<file path="config.mk">
export PLATFORM = sky130hd
export DESIGN_NAME = dna_read_ctrl
export DESIGN_NICKNAME = d
export VERILOG_FILES = /design/src/rtl/dna_ctrl_pkg.sv /design/src/rtl/rr_arbiter.sv /design/src/rtl/dna_read_ctrl.sv
export SDC_FILE = /design/constraint.sdc
export NUM_CORES = 1
export LEC_CHECK = 0
export ABC_CLOCK_PERIOD_IN_PS = 1900
export BUFFER_PORTS_ARGS = -buffer_cell sky130_fd_sc_hd__clkbuf_2
export CAP_MARGIN = 40
export CELL_PAD_IN_SITES_DETAIL_PLACEMENT = 1
export CELL_PAD_IN_SITES_GLOBAL_PLACEMENT = 1
export CORE_UTILIZATION = 31
export DETAILED_ROUTE_END_ITERATION = 16
export PLACE_DENSITY_LB_ADDON = 0.1
export SYNTH_ARGS = -nofsm -noshare
export SYNTH_HDL_FRONTEND = slang
export SYNTH_SLANG_ARGS = --single-unit
</file>
<file path="constraint.sdc">
create_clock -name clk_i -period 1.9 [get_ports clk_i]
set_input_delay 0.38 -clock clk_i [delete_from_list [all_inputs] [get_ports clk_i]]
set_output_delay 0.38 -clock clk_i [all_outputs]
set_load 0.05 [all_outputs]
</file>
<file path="src/rtl/dna_ctrl_pkg.sv">
// ============================================================================
//  Module      : dna_ctrl_pkg
//  Description : Shared types and constants for the DNA reader sequencer:
//                FSM state encoding, default sizing and the DNA value used
//                by simulation reader models.
//  Revision    : 1.0 - initial release
// ============================================================================
`default_nettype none

package dna_ctrl_pkg;

    // Sequencer states; explicit 3-bit encoding.
    typedef enum logic [2:0] {
        ST_IDLE  = 3'd0,
        ST_GRANT = 3'd1,
        ST_ISSUE = 3'd2,
        ST_WAIT  = 3'd3,
        ST_LATCH = 3'd4,
        ST_ACK   = 3'd5
    } state_t;

    localparam int C_DNA_SIZE_DEFAULT      = 96;
    localparam int C_WB_DATA_WIDTH_DEFAULT = 16;
    localparam int C_DNA_WORDS             = C_DNA_SIZE_DEFAULT / C_WB_DATA_WIDTH_DEFAULT;
    localparam int C_WAIT_CYCLES_DEFAULT   = 512;

    // Value returned by simulation models of the DNA reader.
    localparam logic [95:0] C_SIM_DNA = 96'h76543210FEDCBA9876543210;

    // Index width that never collapses to zero bits.
    function automatic int clog2_min1(input int value);
        return (value > 1) ? $clog2(value) : 1;
    endfunction

endpackage : dna_ctrl_pkg

`default_nettype wire

</file>
<file path="src/rtl/rr_arbiter.sv">
// ============================================================================
//  Module      : rr_arbiter
//  Description : Combinational round-robin arbiter. Searches the request
//                vector starting one position after ptr_i (wrapping modulo
//                NUM_REQ) and returns a one-hot grant of the first requester
//                found; all-zero when nobody requests.
//  Revision    : 1.0 - initial release
// ============================================================================
`default_nettype none

module rr_arbiter
    import dna_ctrl_pkg::*;
#(
    parameter int NUM_REQ = 3,
    parameter int PTR_W   = clog2_min1(NUM_REQ)
) (
    input  logic [NUM_REQ-1:0] req_i,
    input  logic [PTR_W-1:0]   ptr_i,
    output logic [NUM_REQ-1:0] gnt_o
);

    logic [PTR_W-1:0] idx;
    logic             found;

    // First requester after the pointer wins; the pointer itself is checked last.
    always_comb begin
        gnt_o = '0;
        found = 1'b0;
        idx   = '0;
        for (int k = 1; k <= NUM_REQ; k++) begin
            idx = PTR_W'((int'(ptr_i) + k) % NUM_REQ);
            if (!found && req_i[idx]) begin
                gnt_o[idx] = 1'b1;
                found      = 1'b1;
            end
        end
    end

endmodule : rr_arbiter

`default_nettype wire

</file>
<file path="src/rtl/dna_read_ctrl.sv">
// ============================================================================
//  Module      : dna_read_ctrl
//  Description : Sequencer/arbiter in front of the FPGA DNA reader. Shares
//                the reader between NUM_REQ requesters round-robin, issues a
//                one-cycle read trigger, waits a fixed settle time (the
//                reader has no done flag), caches the value and serves it as
//                WbDataWidth-bit words. Cache hits skip the hardware read.
//                Optional macro DNA_CTRL_AUTO_READ_EN: perform one hardware
//                read right after reset, without grant or done pulse.
//  Revision    : 1.0 - initial release
// ============================================================================
`default_nettype none

module dna_read_ctrl
    import dna_ctrl_pkg::*;
#(
    parameter int NUM_REQ       = 3,
    parameter int C_DNA_SIZE    = C_DNA_SIZE_DEFAULT,
    parameter int WbDataWidth   = C_WB_DATA_WIDTH_DEFAULT,
    parameter int C_WAIT_CYCLES = C_WAIT_CYCLES_DEFAULT
) (
    input  logic                                               clk_i,
    input  logic                                               rst_i,
    input  logic [NUM_REQ-1:0]                                 req_i,
    input  logic [NUM_REQ-1:0]                                 force_i,
    output logic [NUM_REQ-1:0]                                 gnt_o,
    output logic [NUM_REQ-1:0]                                 done_o,
    output logic                                               dna_read_o,
    input  logic [C_DNA_SIZE-1:0]                              dna_value_i,
    input  logic [clog2_min1(C_DNA_SIZE/WbDataWidth)-1:0]      word_sel_i,
    output logic [WbDataWidth-1:0]                             word_o,
    output logic [C_DNA_SIZE-1:0]                              dna_value_o,
    output logic                                               dna_valid_o,
    output logic                                               busy_o
);

    localparam int C_WORDS = C_DNA_SIZE / WbDataWidth;
    localparam int PTR_W   = clog2_min1(NUM_REQ);
    localparam int CNT_W   = clog2_min1(C_WAIT_CYCLES);
    localparam logic [CNT_W-1:0] C_CNT_LAST = CNT_W'(C_WAIT_CYCLES - 1);

    state_t                  state_q,     state_d;
    logic [NUM_REQ-1:0]      gnt_q,       gnt_d;
    logic [PTR_W-1:0]        ptr_q,       ptr_d;
    logic [CNT_W-1:0]        cnt_q,       cnt_d;
    logic [C_DNA_SIZE-1:0]   dna_value_q, dna_value_d;
    logic                    dna_valid_q, dna_valid_d;
    logic [WbDataWidth-1:0]  word_q,      word_d;

`ifdef DNA_CTRL_AUTO_READ_EN
    // auto_pend: post-reset read still to be started; auto_run: it is in flight.
    logic                    auto_pend_q, auto_pend_d;
    logic                    auto_run_q,  auto_run_d;
`endif

    logic [NUM_REQ-1:0]      arb_gnt;
    logic [PTR_W-1:0]        win_idx;

    rr_arbiter #(
        .NUM_REQ (NUM_REQ),
        .PTR_W   (PTR_W)
    ) u_arb (
        .req_i (req_i),
        .ptr_i (ptr_q),
        .gnt_o (arb_gnt)
    );

    // Encode the held one-hot grant into the index stored as the new pointer.
    always_comb begin
        win_idx = '0;
        for (int i = 0; i < NUM_REQ; i++) begin
            if (gnt_q[i]) begin
                win_idx = PTR_W'(i);
            end
        end
    end

    // Next-state logic of the sequencer and its datapath registers.
    always_comb begin
        state_d     = state_q;
        gnt_d       = gnt_q;
        ptr_d       = ptr_q;
        cnt_d       = cnt_q;
        dna_value_d = dna_value_q;
        dna_valid_d = dna_valid_q;
`ifdef DNA_CTRL_AUTO_READ_EN
        auto_pend_d = auto_pend_q;
        auto_run_d  = auto_run_q;
`endif
        case (state_q)
            ST_IDLE: begin
`ifdef DNA_CTRL_AUTO_READ_EN
                if (auto_pend_q) begin
                    auto_pend_d = 1'b0;
                    auto_run_d  = 1'b1;
                    state_d     = ST_ISSUE;
                end else
`endif
                if (|req_i) begin
                    gnt_d   = arb_gnt;
                    state_d = ST_GRANT;
                end
            end
            ST_GRANT: begin
                // Cache hit unless the winner asks for a forced re-read.
                if (dna_valid_q && !(|(force_i & gnt_q))) begin
                    state_d = ST_ACK;
                end else begin
                    state_d = ST_ISSUE;
                end
            end
            ST_ISSUE: begin
                cnt_d   = '0;
                state_d = ST_WAIT;
            end
            ST_WAIT: begin
                if (cnt_q == C_CNT_LAST) begin
                    state_d = ST_LATCH;
                end else begin
                    cnt_d = cnt_q + 1'b1;
                end
            end
            ST_LATCH: begin
                dna_value_d = dna_value_i;
                dna_valid_d = 1'b1;
                state_d     = ST_ACK;
`ifdef DNA_CTRL_AUTO_READ_EN
                // The post-reset read has no requester to acknowledge.
                if (auto_run_q) begin
                    auto_run_d = 1'b0;
                    state_d    = ST_IDLE;
                end
`endif
            end
            ST_ACK: begin
                ptr_d   = win_idx;
                gnt_d   = '0;
                state_d = ST_IDLE;
            end
            default: begin
                gnt_d   = '0;
                state_d = ST_IDLE;
            end
        endcase
    end

    // Readout word mux; out-of-range selects read as zero.
    always_comb begin
        word_d = '0;
        if (int'(word_sel_i) < C_WORDS) begin
            word_d = dna_value_q[int'(word_sel_i)*WbDataWidth +: WbDataWidth];
        end
    end

    // State and datapath registers with synchronous reset.
    always_ff @(posedge clk_i) begin
        if (rst_i) begin
            state_q     <= ST_IDLE;
            gnt_q       <= '0;
            ptr_q       <= '0;
            cnt_q       <= '0;
            dna_value_q <= '0;
            dna_valid_q <= 1'b0;
            word_q      <= '0;
        end else begin
            state_q     <= state_d;
            gnt_q       <= gnt_d;
            ptr_q       <= ptr_d;
            cnt_q       <= cnt_d;
            dna_value_q <= dna_value_d;
            dna_valid_q <= dna_valid_d;
            word_q      <= word_d;
        end
    end

`ifdef DNA_CTRL_AUTO_READ_EN
    // Arms the one-shot post-reset read.
    always_ff @(posedge clk_i) begin
        if (rst_i) begin
            auto_pend_q <= 1'b1;
            auto_run_q  <= 1'b0;
        end else begin
            auto_pend_q <= auto_pend_d;
            auto_run_q  <= auto_run_d;
        end
    end
`endif

    // Outputs are decoded from registered state only, so they are glitch-free.
    assign gnt_o       = gnt_q;
    assign done_o      = (state_q == ST_ACK) ? gnt_q : '0;
    assign dna_read_o  = (state_q == ST_ISSUE);
    assign busy_o      = (state_q != ST_IDLE);
    assign word_o      = word_q;
    assign dna_value_o = dna_value_q;
    assign dna_valid_o = dna_valid_q;

endmodule : dna_read_ctrl

`default_nettype wire

</file>
==> flow_summary.ini, run 1 <==
[outcome]
status = finished, violations left
violations = setup timing

[clocking]
numCtsBuffers = 17
cts_root_buffer = clkbuf_16
cts_tree = built
clock_latency_ps = 410
htree_levels = 4
cts-hold-fix-buffers = 0
cts_sinks = 130
clock_path_buffers = 2
clkSlewWorstSetupHoldPaths_ps = 60

[run]
cap_violations = 0

[route]
first_iter_violations = 170
dr.pass1.iters = 4
wl_um = 19400
post_drt_wl_per_cell_um = 17.4
postRouteAntennaNets = 0
avgViaCountPerCell = 4.90
drc = 0
vias = 5448

[global_routing]
overflow = 0
first_global_vias = 5621
grt_pass1_wl_um = 30000
track_usage_pct = 21.3
antenna_found_initial = 0
grt_max_degree = 62

[yosys]
ys_seq_area_share_pct = 47.0
ys.flop_type = dfxtp_1
syn_nets = 763
netlist_instances = 650
synth_warnings = 0
yosysTopAreaCell = dfxtp_1
yosys-top-cells-count = nand2_1, dfxtp_1, a21oi_1, nor2_1, clkbuf_1
synth_edf_count = 0
synth.distinct_cells = 46
async_flop_share_pct = 0
syn-cell-area_um2 = 5530
yosysTopAreaCellShare_pct = 47.0
synth.area.top_cells = dfxtp_1, nand2_1, a21oi_1, mux4_2, a22oi_1
yosysMostFrequentCell = nand2_1
synth-seq-cells = 130
synth_area_per_cell_um2 = 8.51

[pwr]
p_leak_nw = 3.23
p_per_area_nw_per_um2 = 983
peakVddDrop_mv = 0.615
power_w = 0.00761

[critical_path]
cp_data_arrival_time_ps = 2300
worst-path-max-fanout = 5
path_class = reg -> reg
worstSetupStartpointType = flip-flop
crit_required_ps = 2240
cp-end-kind = flip-flop

[die]
start_util_pct = 31.9
io_pins = 228
core_area_um2 = 17400
die_area_um2 = 18400
row_count = 48
die-width_um = 136
die_height_um = 136

[min_path]
hp-class = in -> reg

[finish]
diodes = 0
fin_util_pct = 44.6
synthToLayoutAreaGrowth_pct = 39.9
nets = 987
drive_gt1_share_pct = 39.0

[sta]
max_freq_mhz = 511
fin_skew_ps = 7.06
setup_viol_count_final = 2
hold_violations = 0
finalMaxSlewViolations = 0
worst_slew_pin_slew_ps = 646
fin_ws_ps = -56.6
rsz0062_at_grt = true
finalCritPeriodShare_pct = 103
relSlewSlack_pct = 57.0
period_needed_ps = 1960

[placement]
portBuffers = 227
gp_congestion = 0.789
place_hpwl_um = 14300
place_ws_ps = -60.8
==> what timing repair did <==
action	CTS	global route
pin swaps	5	6
setup buffers	1	1
endpoints found under the hold margin	0	0
gates resized for setup	21	12
endpoints found under the setup margin	11	12
==> report_power, final <==
group / total (W) / leakage [nW] / internal (W) / switching [W]
Sequential: 0.00296 / 1.05 / 0.00285 / 0.000117
Clock: 0.00327 / 0.289 / 0.00206 / 0.00121
Combinational: 0.00137 / 1.89 / 0.000441 / 0.000929
==> area by class of cell <==
class / instances / area, µm²
inverters: 8 / 30.0
clock buffers: 23 / 488
fillers: 2091 / 9620
well taps: 225 / 282
clock inverters: 9 / 104
flip-flops and latches: 130 / 2610
multi-input cells: 463 / 2780
repair buffers: 254 / 1450
==> path summary, 6_finish.rpt <==
check                                       end       startpoint  slack (ps)  depth (start not counted)
worst min register to register   dna_value_o[7]   dna_value_o[7]         470                          2
worst max register to register         cnt_q[3]         cnt_q[1]         -60                          7
worst max-delay path                   cnt_q[3]         cnt_q[1]         -60                          7
worst min-delay path            dna_value_o[10]  dna_value_i[10]         190                          3
==> cells in the final DEF (no fill, tap or decap), types with 6 or more instances in the layout <==
cell       instances
clkbuf_2         222
a22oi_1           17
clkbuf_16         17
nand2_1          201
buf_12             7
dfxtp_1          124
buf_4             21
mux4_2            16
nor2_1            33
mux2_2            12
dfxtp_2            6
a21oi_1          106
==> per-stage QoR <==
stage                     setup TNS [ps]  instances  hold slack (ps)  cell area, µm²
after floorplan                        0        650              463            5550
after global placement             -20.4       1077              454            7000
after detailed placement            -207       1078              463            7010
after CTS                          -53.3       1111              164            7690
after global routing                -253       1112              171            7740
final                              -72.9       1112              188            7740
==> cells by family (layout without fill, tap and decap cells) <==
logic type      after synthesis  in the layout  share of synthesized area (%)
xor+xnor                      4              4                          0.633
fa+ha+maj                     6              6                           1.36
simple gates                270            270                           20.1
buf+inv                      57            294                           4.98
mux                          38             38                           10.9
flops                       130            130                           47.0
compound gates              145            145                           14.9
==> worst max-delay path, stage by stage (launching register included) <==
cell and delay, ps:
dfxtp_2 330, ha_4 160, and3_4 180, and3_4 180
ha_4 170, a211o_4 350, or3_4 370, a21oi_2 150
==> routing by layer <==
layer  routed length, µm  track usage (%)
met2                9020             33.9
met4                 304             7.62
met5                   0                0
met3                1010             4.26
met1                9020             28.3
==> state kept, by name (all words and copies together) (netlist names) <==
register     cells
gnt_o            3
state_q          3
dna_valid_o      1
dna_value_o     96
word_o          16
cnt_q            9
ptr_q            2
Power figures use the tool's default switching activity.
==> inputs of run 2 (changes only) <==
--- a/config.mk
+++ b/config.mk
@@ -13,6 +13,8 @@
 export CORE_UTILIZATION = 31
 export DETAILED_ROUTE_END_ITERATION = 16
 export PLACE_DENSITY_LB_ADDON = 0.1
+export RECOVER_POWER = 50
 export SYNTH_ARGS = -nofsm -noshare
 export SYNTH_HDL_FRONTEND = slang
+export SYNTH_HIERARCHICAL = 1
 export SYNTH_SLANG_ARGS = --single-unit
==> run 2 against run 1 <==
Against the previous run:
- non-clock buffer count fell by 8
- synthesized cell count is 0.31% lower
- final cell count down 1.1%
- clock skew up 3.4 ps
- critical path type is now reg -> out
- highest routed layer unchanged
- critical path depth is 4 lower
- clock power is 8.3% higher
- setup slack better by 100 ps
- the run now ends clean
- register-to-register slack better by 200 ps
- final area decreased by 2.1%
- die area is 0.76% higher
- sequential share of layout area grew 0.74 points
- total power fell by 11%
==> flow_summary.ini, run 2 <==
[route]
wl_um = 19600
vias = 5369
postRouteAntennaNets = 0
post_drt_wl_per_cell_um = 17.9
dr.pass1.iters = 4
avgViaCountPerCell = 4.88
first_iter_violations = 191
drc = 0

[yosys]
synth.distinct_cells = 46
syn-cell-area_um2 = 5570
synth_edf_count = 0
synth_area_per_cell_um2 = 8.60
synth_warnings = 6
ys_seq_area_share_pct = 46.7
synth-seq-cells = 130
yosysTopAreaCell = dfxtp_1
async_flop_share_pct = 0
synth.area.top_cells = dfxtp_1, nand2_1, a21oi_1, mux4_2, mux2_2
ys.flop_type = dfxtp_1
yosys-top-cells-count = nand2_1, dfxtp_1, a21oi_1, nor2_1, clkbuf_1
yosysTopAreaCellShare_pct = 46.7
netlist_instances = 648
yosysMostFrequentCell = nand2_1
syn_nets = 761

[critical_path]
crit-reg2reg-launch = ptr_q[0]
cp_num_cells = 3
critPathLaunch = state_q[2]
rr_worst_depth = 8
critPathCapture = busy_o
worst-path-max-fanout = 7
cp-end-kind = output port
cpMaxStageDelayCell = or3_4
reg2reg_slack_ps = 140
rr_endpoint = gnt_o[0]
cp_top_family = simple AND/OR/NAND/NOR gates
critPathBufInv = 2
cp_cell_sequence = buf_4 > or3_4 > buf_8
path_class = reg -> out
cp_data_arrival_time_ps = 1480
max_stage_delay_ps = 400
worstSetupStartpointType = flip-flop
crit_required_ps = 1520

[clocking]
clock_path_buffers = 2
clock_latency_ps = 410
htree_levels = 4
numCtsBuffers = 17
clkSlewWorstSetupHoldPaths_ps = 60
cts_root_buffer = clkbuf_16
cts_tree = built
cts-hold-fix-buffers = 0
cts_sinks = 130

[global_routing]
grt_pass1_wl_um = 30000
track_usage_pct = 21.5
grt_max_degree = 50
overflow = 0
first_global_vias = 5349
antenna_found_initial = 0

[sta]
hold_violations = 0
setup_viol_count_final = 0
fin_setup_tns_ps = 0
fin_skew_ps = 10.4
finalMaxSlewViolations = 0
finalCritPeriodShare_pct = 97.7
worst_slew_pin_slew_ps = 777
rsz0062_at_grt = false
relSlewSlack_pct = 48.4
fin_ws_ps = 44.3
max_freq_mhz = 539
period_needed_ps = 1860

[finish]
final_cell_mix = nand2_1, clkbuf_2, dfxtp_1
nets = 975
diodes = 0
final_common_cell = nand2_1
fillCellCount = 2169
drive_gt1_share_pct = 31.2
largest_reg_flops = 96
synthToLayoutAreaGrowth_pct = 35.9
fin_util_pct = 43.5

[min_path]
hp-class = in -> reg

[die]
die_area_um2 = 18500
die_height_um = 136
row_count = 48
start_util_pct = 32.0
die-width_um = 136
io_pins = 228
core_area_um2 = 17400

[placement]
place_hpwl_um = 14600
portBuffers = 227
place_ws_ps = 45.8
gp_congestion = 0.770

[pwr]
p_leak_nw = 2.98
peakVddDrop_mv = 0.663
power_w = 0.00678
p_per_area_nw_per_um2 = 896

[run]
cap_violations = 0

[outcome]
status = complete, no violations
run 2: cell count changes in the layout (fill, tap and decap cells not counted), moves of 4 or more:
cell,previous run,this run
mux2_2,12,16
buf_4,21,12
mux2_1,4,0
clkbuf_2,222,165
clkbuf_1,2,56
and3_4,4,0
o211ai_1,0,4
inv_6,0,5
nand2_1,201,205
run 2: cell type report:
cell class	instances	area [µm²]	area share, %
inverter	5	18.8	0.248
timing repair buffer	246	1330	17.5
clock inverter	14	200	2.64
sequential	130	2610	34.5
tap	225	282	3.72
clock buffer	18	439	5.80
multi-input combinational	462	2700	35.6
run 2: logic make-up (layout without fill, tap and decap cells):
group                      count (synthesis)  after routing  share of synthesized area (%)
and+or+nand+nor                          275            275                           20.6
DFF                                      130            130                           46.7
AOI/OAI and AO/OA                        138            138                           13.9
adders and majority gates                  6              6                           1.35
xor gates and xnor gates                   6              6                          0.943
buffers and inverters                     56            283                           5.68
muxes                                     37             37                           10.8
run 2: power by group:
group	leakage [nW]	total [W]	switching, W	internal [W]
combinational	1.63	0.000469	0.000265	0.000204
clock	0.304	0.00354	0.00129	0.00225
sequential	1.05	0.00277	0.0000272	0.00274
total	2.98	0.00678	0.00159	0.00520
run 2: layer usage:
| layer | GRT usage, % | vias to the layer above | share of wire, % |
|---|---|---|---|
| met2 | 32.7 | 167 | 45 |
| li1 | - | 2611 | - |
| met4 | 6.79 | 0 | 0.85 |
| met5 | 0 | - | 0 |
| met3 | 5.11 | 14 | 6.5 |
| met1 | 29.8 | 2577 | 47 |
run 2: metrics by stage:
| step | hold WS (ps) | instance area [µm²] | instances |
|---|---|---|---|
| after floorplan | 479 | 5570 | 648 |
| after global placement | 455 | 6940 | 1067 |
| after detailed placement | 464 | 6940 | 1067 |
| after CTS | 161 | 7610 | 1099 |
| after global routing | 171 | 7570 | 1100 |
| final | 180 | 7570 | 1100 |
run 2: worst min-delay path by stage:
stage | startpoint | to | slack (ps) | cells after the start
2_1_floorplan | cnt_q[6] | cnt_q[6] | 480 | 2
3_3_place_gp | dna_value_o[13] | dna_value_o[13] | 460 | 2
3_5_place_dp | dna_value_o[61] | dna_value_o[61] | 460 | 2
4_1_cts | dna_value_i[41] | dna_value_o[41] | 160 | 3
5_1_grt | dna_value_i[39] | dna_value_o[39] | 170 | 3
6_report | dna_value_i[41] | dna_value_o[41] | 180 | 3
run 2: repair_timing:
| action | in CTS | in global routing |
|---|---|---|
| pin swaps | 0 | 1 |
| resized for setup | 12 | 11 |
| buffers inserted | 0 | 1 |
| endpoints found under the setup margin | 5 | 14 |
run 2: tightest hold or removal path, cell delays in order:
cell and delay, ps:
clkbuf_2 80, nand2_1 50, a21oi_1 50
==> inputs of run 3 (changes only) <==
--- a/config.mk
+++ b/config.mk
@@ -5,12 +5,14 @@
 export SDC_FILE = /design/constraint.sdc
 export NUM_CORES = 1
 export LEC_CHECK = 0
+export ABC_AREA = 1
 export ABC_CLOCK_PERIOD_IN_PS = 1900
 export BUFFER_PORTS_ARGS = -buffer_cell sky130_fd_sc_hd__clkbuf_2
 export CAP_MARGIN = 40
 export CELL_PAD_IN_SITES_DETAIL_PLACEMENT = 1
 export CELL_PAD_IN_SITES_GLOBAL_PLACEMENT = 1
-export CORE_UTILIZATION = 31
+export CORE_ASPECT_RATIO = 1.75
+export CORE_UTILIZATION = 30
 export DETAILED_ROUTE_END_ITERATION = 16
 export PLACE_DENSITY_LB_ADDON = 0.1
 export RECOVER_POWER = 50
==> run 3 against run 2 <==
Against the previous run:
- non-clock buffer count down 5
- clock skew shrank 1.0 ps
- clock power rose by 3%
- setup slack improved by 47 ps
==> flow_summary.ini, run 3 <==
[outcome]
status = complete, no violations

[route]
drc = 0
post_drt_wl_per_cell_um = 18.3
first_iter_violations = 257
wl_um = 22600
wl_met3_um = 992
vias = 5861
postRouteAntennaNets = 0
wl_met1_um = 8130
routed.top_layer = met4
avgViaCountPerCell = 4.75
dr_wl_met2_um = 13000
dr.pass1.iters = 4

[critical_path]
worst-path-max-fanout = 6
cp_data_arrival_time_ps = 1430
crit_required_ps = 1520
path_class = reg -> out
cp-end-kind = output port
worstSetupStartpointType = flip-flop

[placement]
place_hpwl_um = 17300
portBuffers = 227
gp_congestion = 0.815

[global_routing]
grt_pass1_wl_um = 33800
grt_max_degree = 66
track_usage_pct = 23.5
first_global_vias = 5935
antenna_found_initial = 0
overflow = 0

[clocking]
cts_root_buffer = clkbuf_16
cts_sinks = 130
clock_latency_ps = 420
clkSlewWorstSetupHoldPaths_ps = 60
clock_path_buffers = 2
htree_levels = 4
numCtsBuffers = 17
cts_tree = built

[die]
io_pins = 228
core_area_um2 = 18500
start_util_pct = 30.5
die_height_um = 183
row_count = 66
die-width_um = 106
die_area_um2 = 19400

[finish]
nets = 1095
drive_gt1_share_pct = 22.7
fillCellCount = 2441
final_cell_mix = nor2_1, clkbuf_2, o21ai_0
synthToLayoutAreaGrowth_pct = 33.5
final_common_cell = nor2_1
fin_util_pct = 40.7
diodes = 0
largest_reg_flops = 96

[yosys]
async_flop_share_pct = 0
synth_warnings = 6
yosys-top-cells-count = nor2_1, o21ai_0, dfxtp_1, nand2_1, a21oi_1
ys_seq_area_share_pct = 46.1
synth-seq-cells = 130
synth.distinct_cells = 30
syn_nets = 884
ys.flop_type = dfxtp_1
synth.area.top_cells = dfxtp_1, o21ai_0, nor2_1, a21oi_1, nand2_1
yosysMostFrequentCell = nor2_1
yosysTopAreaCell = dfxtp_1
yosysTopAreaCellShare_pct = 46.1
netlist_instances = 771
synth_area_per_cell_um2 = 7.32
syn-cell-area_um2 = 5640
synth_edf_count = 0

[pwr]
peakVddDrop_mv = 0.513
p_leak_nw = 3.09
power_w = 0.00844
p_per_area_nw_per_um2 = 1120

[sta]
finalHoldWorstSlack_ps = 201
relSlewSlack_pct = 34.8
finalMaxSlewViolations = 0
fin_skew_ps = 9.44
period_needed_ps = 1810
rsz0062_at_grt = false
setup_viol_count_final = 0
worst_slew_pin_slew_ps = 974
finalCritPeriodShare_pct = 95.2
fin_setup_tns_ps = 0
hold_violations = 0
max_freq_mhz = 553

[run]
cap_violations = 0

[min_path]
hp-class = in -> reg
[run 3: changes by cell type after synthesis, sizes merged, moves of 5 or more]
cell / before / now
mux2: 16 / 0
a21oi: 103 / 64
o21ai: 4 / 165
nand3: 5 / 21
mux4: 16 / 0
mux2i: 5 / 0
o21a: 1 / 15
and2: 5 / 0
inv: 4 / 47
a22oi: 19 / 0
nand2: 206 / 68
nor2: 34 / 197
[run 3: final cells by class]
type,instances,area [µm²],area share (%)
tap,238,298,3.95
inverter,48,183,2.43
multi-input combinational,544,2570,34.1
timing repair buffer,241,1230,16.3
clock buffer,20,447,5.93
clock inverter,12,205,2.72
sequential,130,2610,34.6
[run 3: routing by layer]
layer | up-vias | track usage (%)
li1 | 2943 | -
met1 | 2734 | 23.3
met2 | 158 | 46.7
met3 | 26 | 5.29
met4 | 0 | 8.06
met5 | - | 0
[run 3: metrics by stage]
step,cells,setup WS [ps],area [µm²]
finish,1233,91.6,7530
floorplan,771,94.9,5640
global route,1233,7.96,7530
detailed placement,1201,136,6960
global placement,1201,182,6960
CTS,1233,8.83,7630
[run 3: cells by family (layout without fill, tap and decap cells)]
| kind of cell | after synthesis | after routing | synth area share [%] |
|---|---|---|---|
| AOI/OAI and AO/OA | 246 | 246 | 22.7 |
| buffers and inverters | 97 | 321 | 8.61 |
| and+or+nand+nor | 292 | 292 | 21.2 |
| DFF | 130 | 130 | 46.1 |
| adders and majority gates | 6 | 6 | 1.33 |
[run 3: final timing paths]
kind | start | to | slack [ps] | cells past startpoint
worst max-delay path | state_q[0] | dna_read_o | 90 | 4
worst min-delay path | dna_value_i[53] | dna_value_o[53] | 200 | 3
worst max register to register | state_q[0] | dna_value_o[17] | 140 | 5
worst min register to register | dna_value_o[23] | dna_value_o[23] | 490 | 2
[run 3: worst max-delay path, cell delays in order (launching register included)]
cell	delay, ps
dfxtp_2	360
inv_1	90
nand3_2	150
inv_1	160
clkbuf_4	260
[run 3: repair_timing]
| action | CTS | global route |
|---|---|---|
| hold buffers | 0 | 0 |
| gates resized for setup | 5 | 8 |
| buffers inserted | 0 | 0 |
| endpoints found under the setup margin | 4 | 12 |
| pin swaps | 0 | 1 |
[run 3: where the power goes]
part           total (W)  switching, W  internal (W)
logic            0.00169       0.00126      0.000425
registers        0.00310      0.000185       0.00291
clock network    0.00365       0.00128       0.00237
total            0.00844       0.00273       0.00571
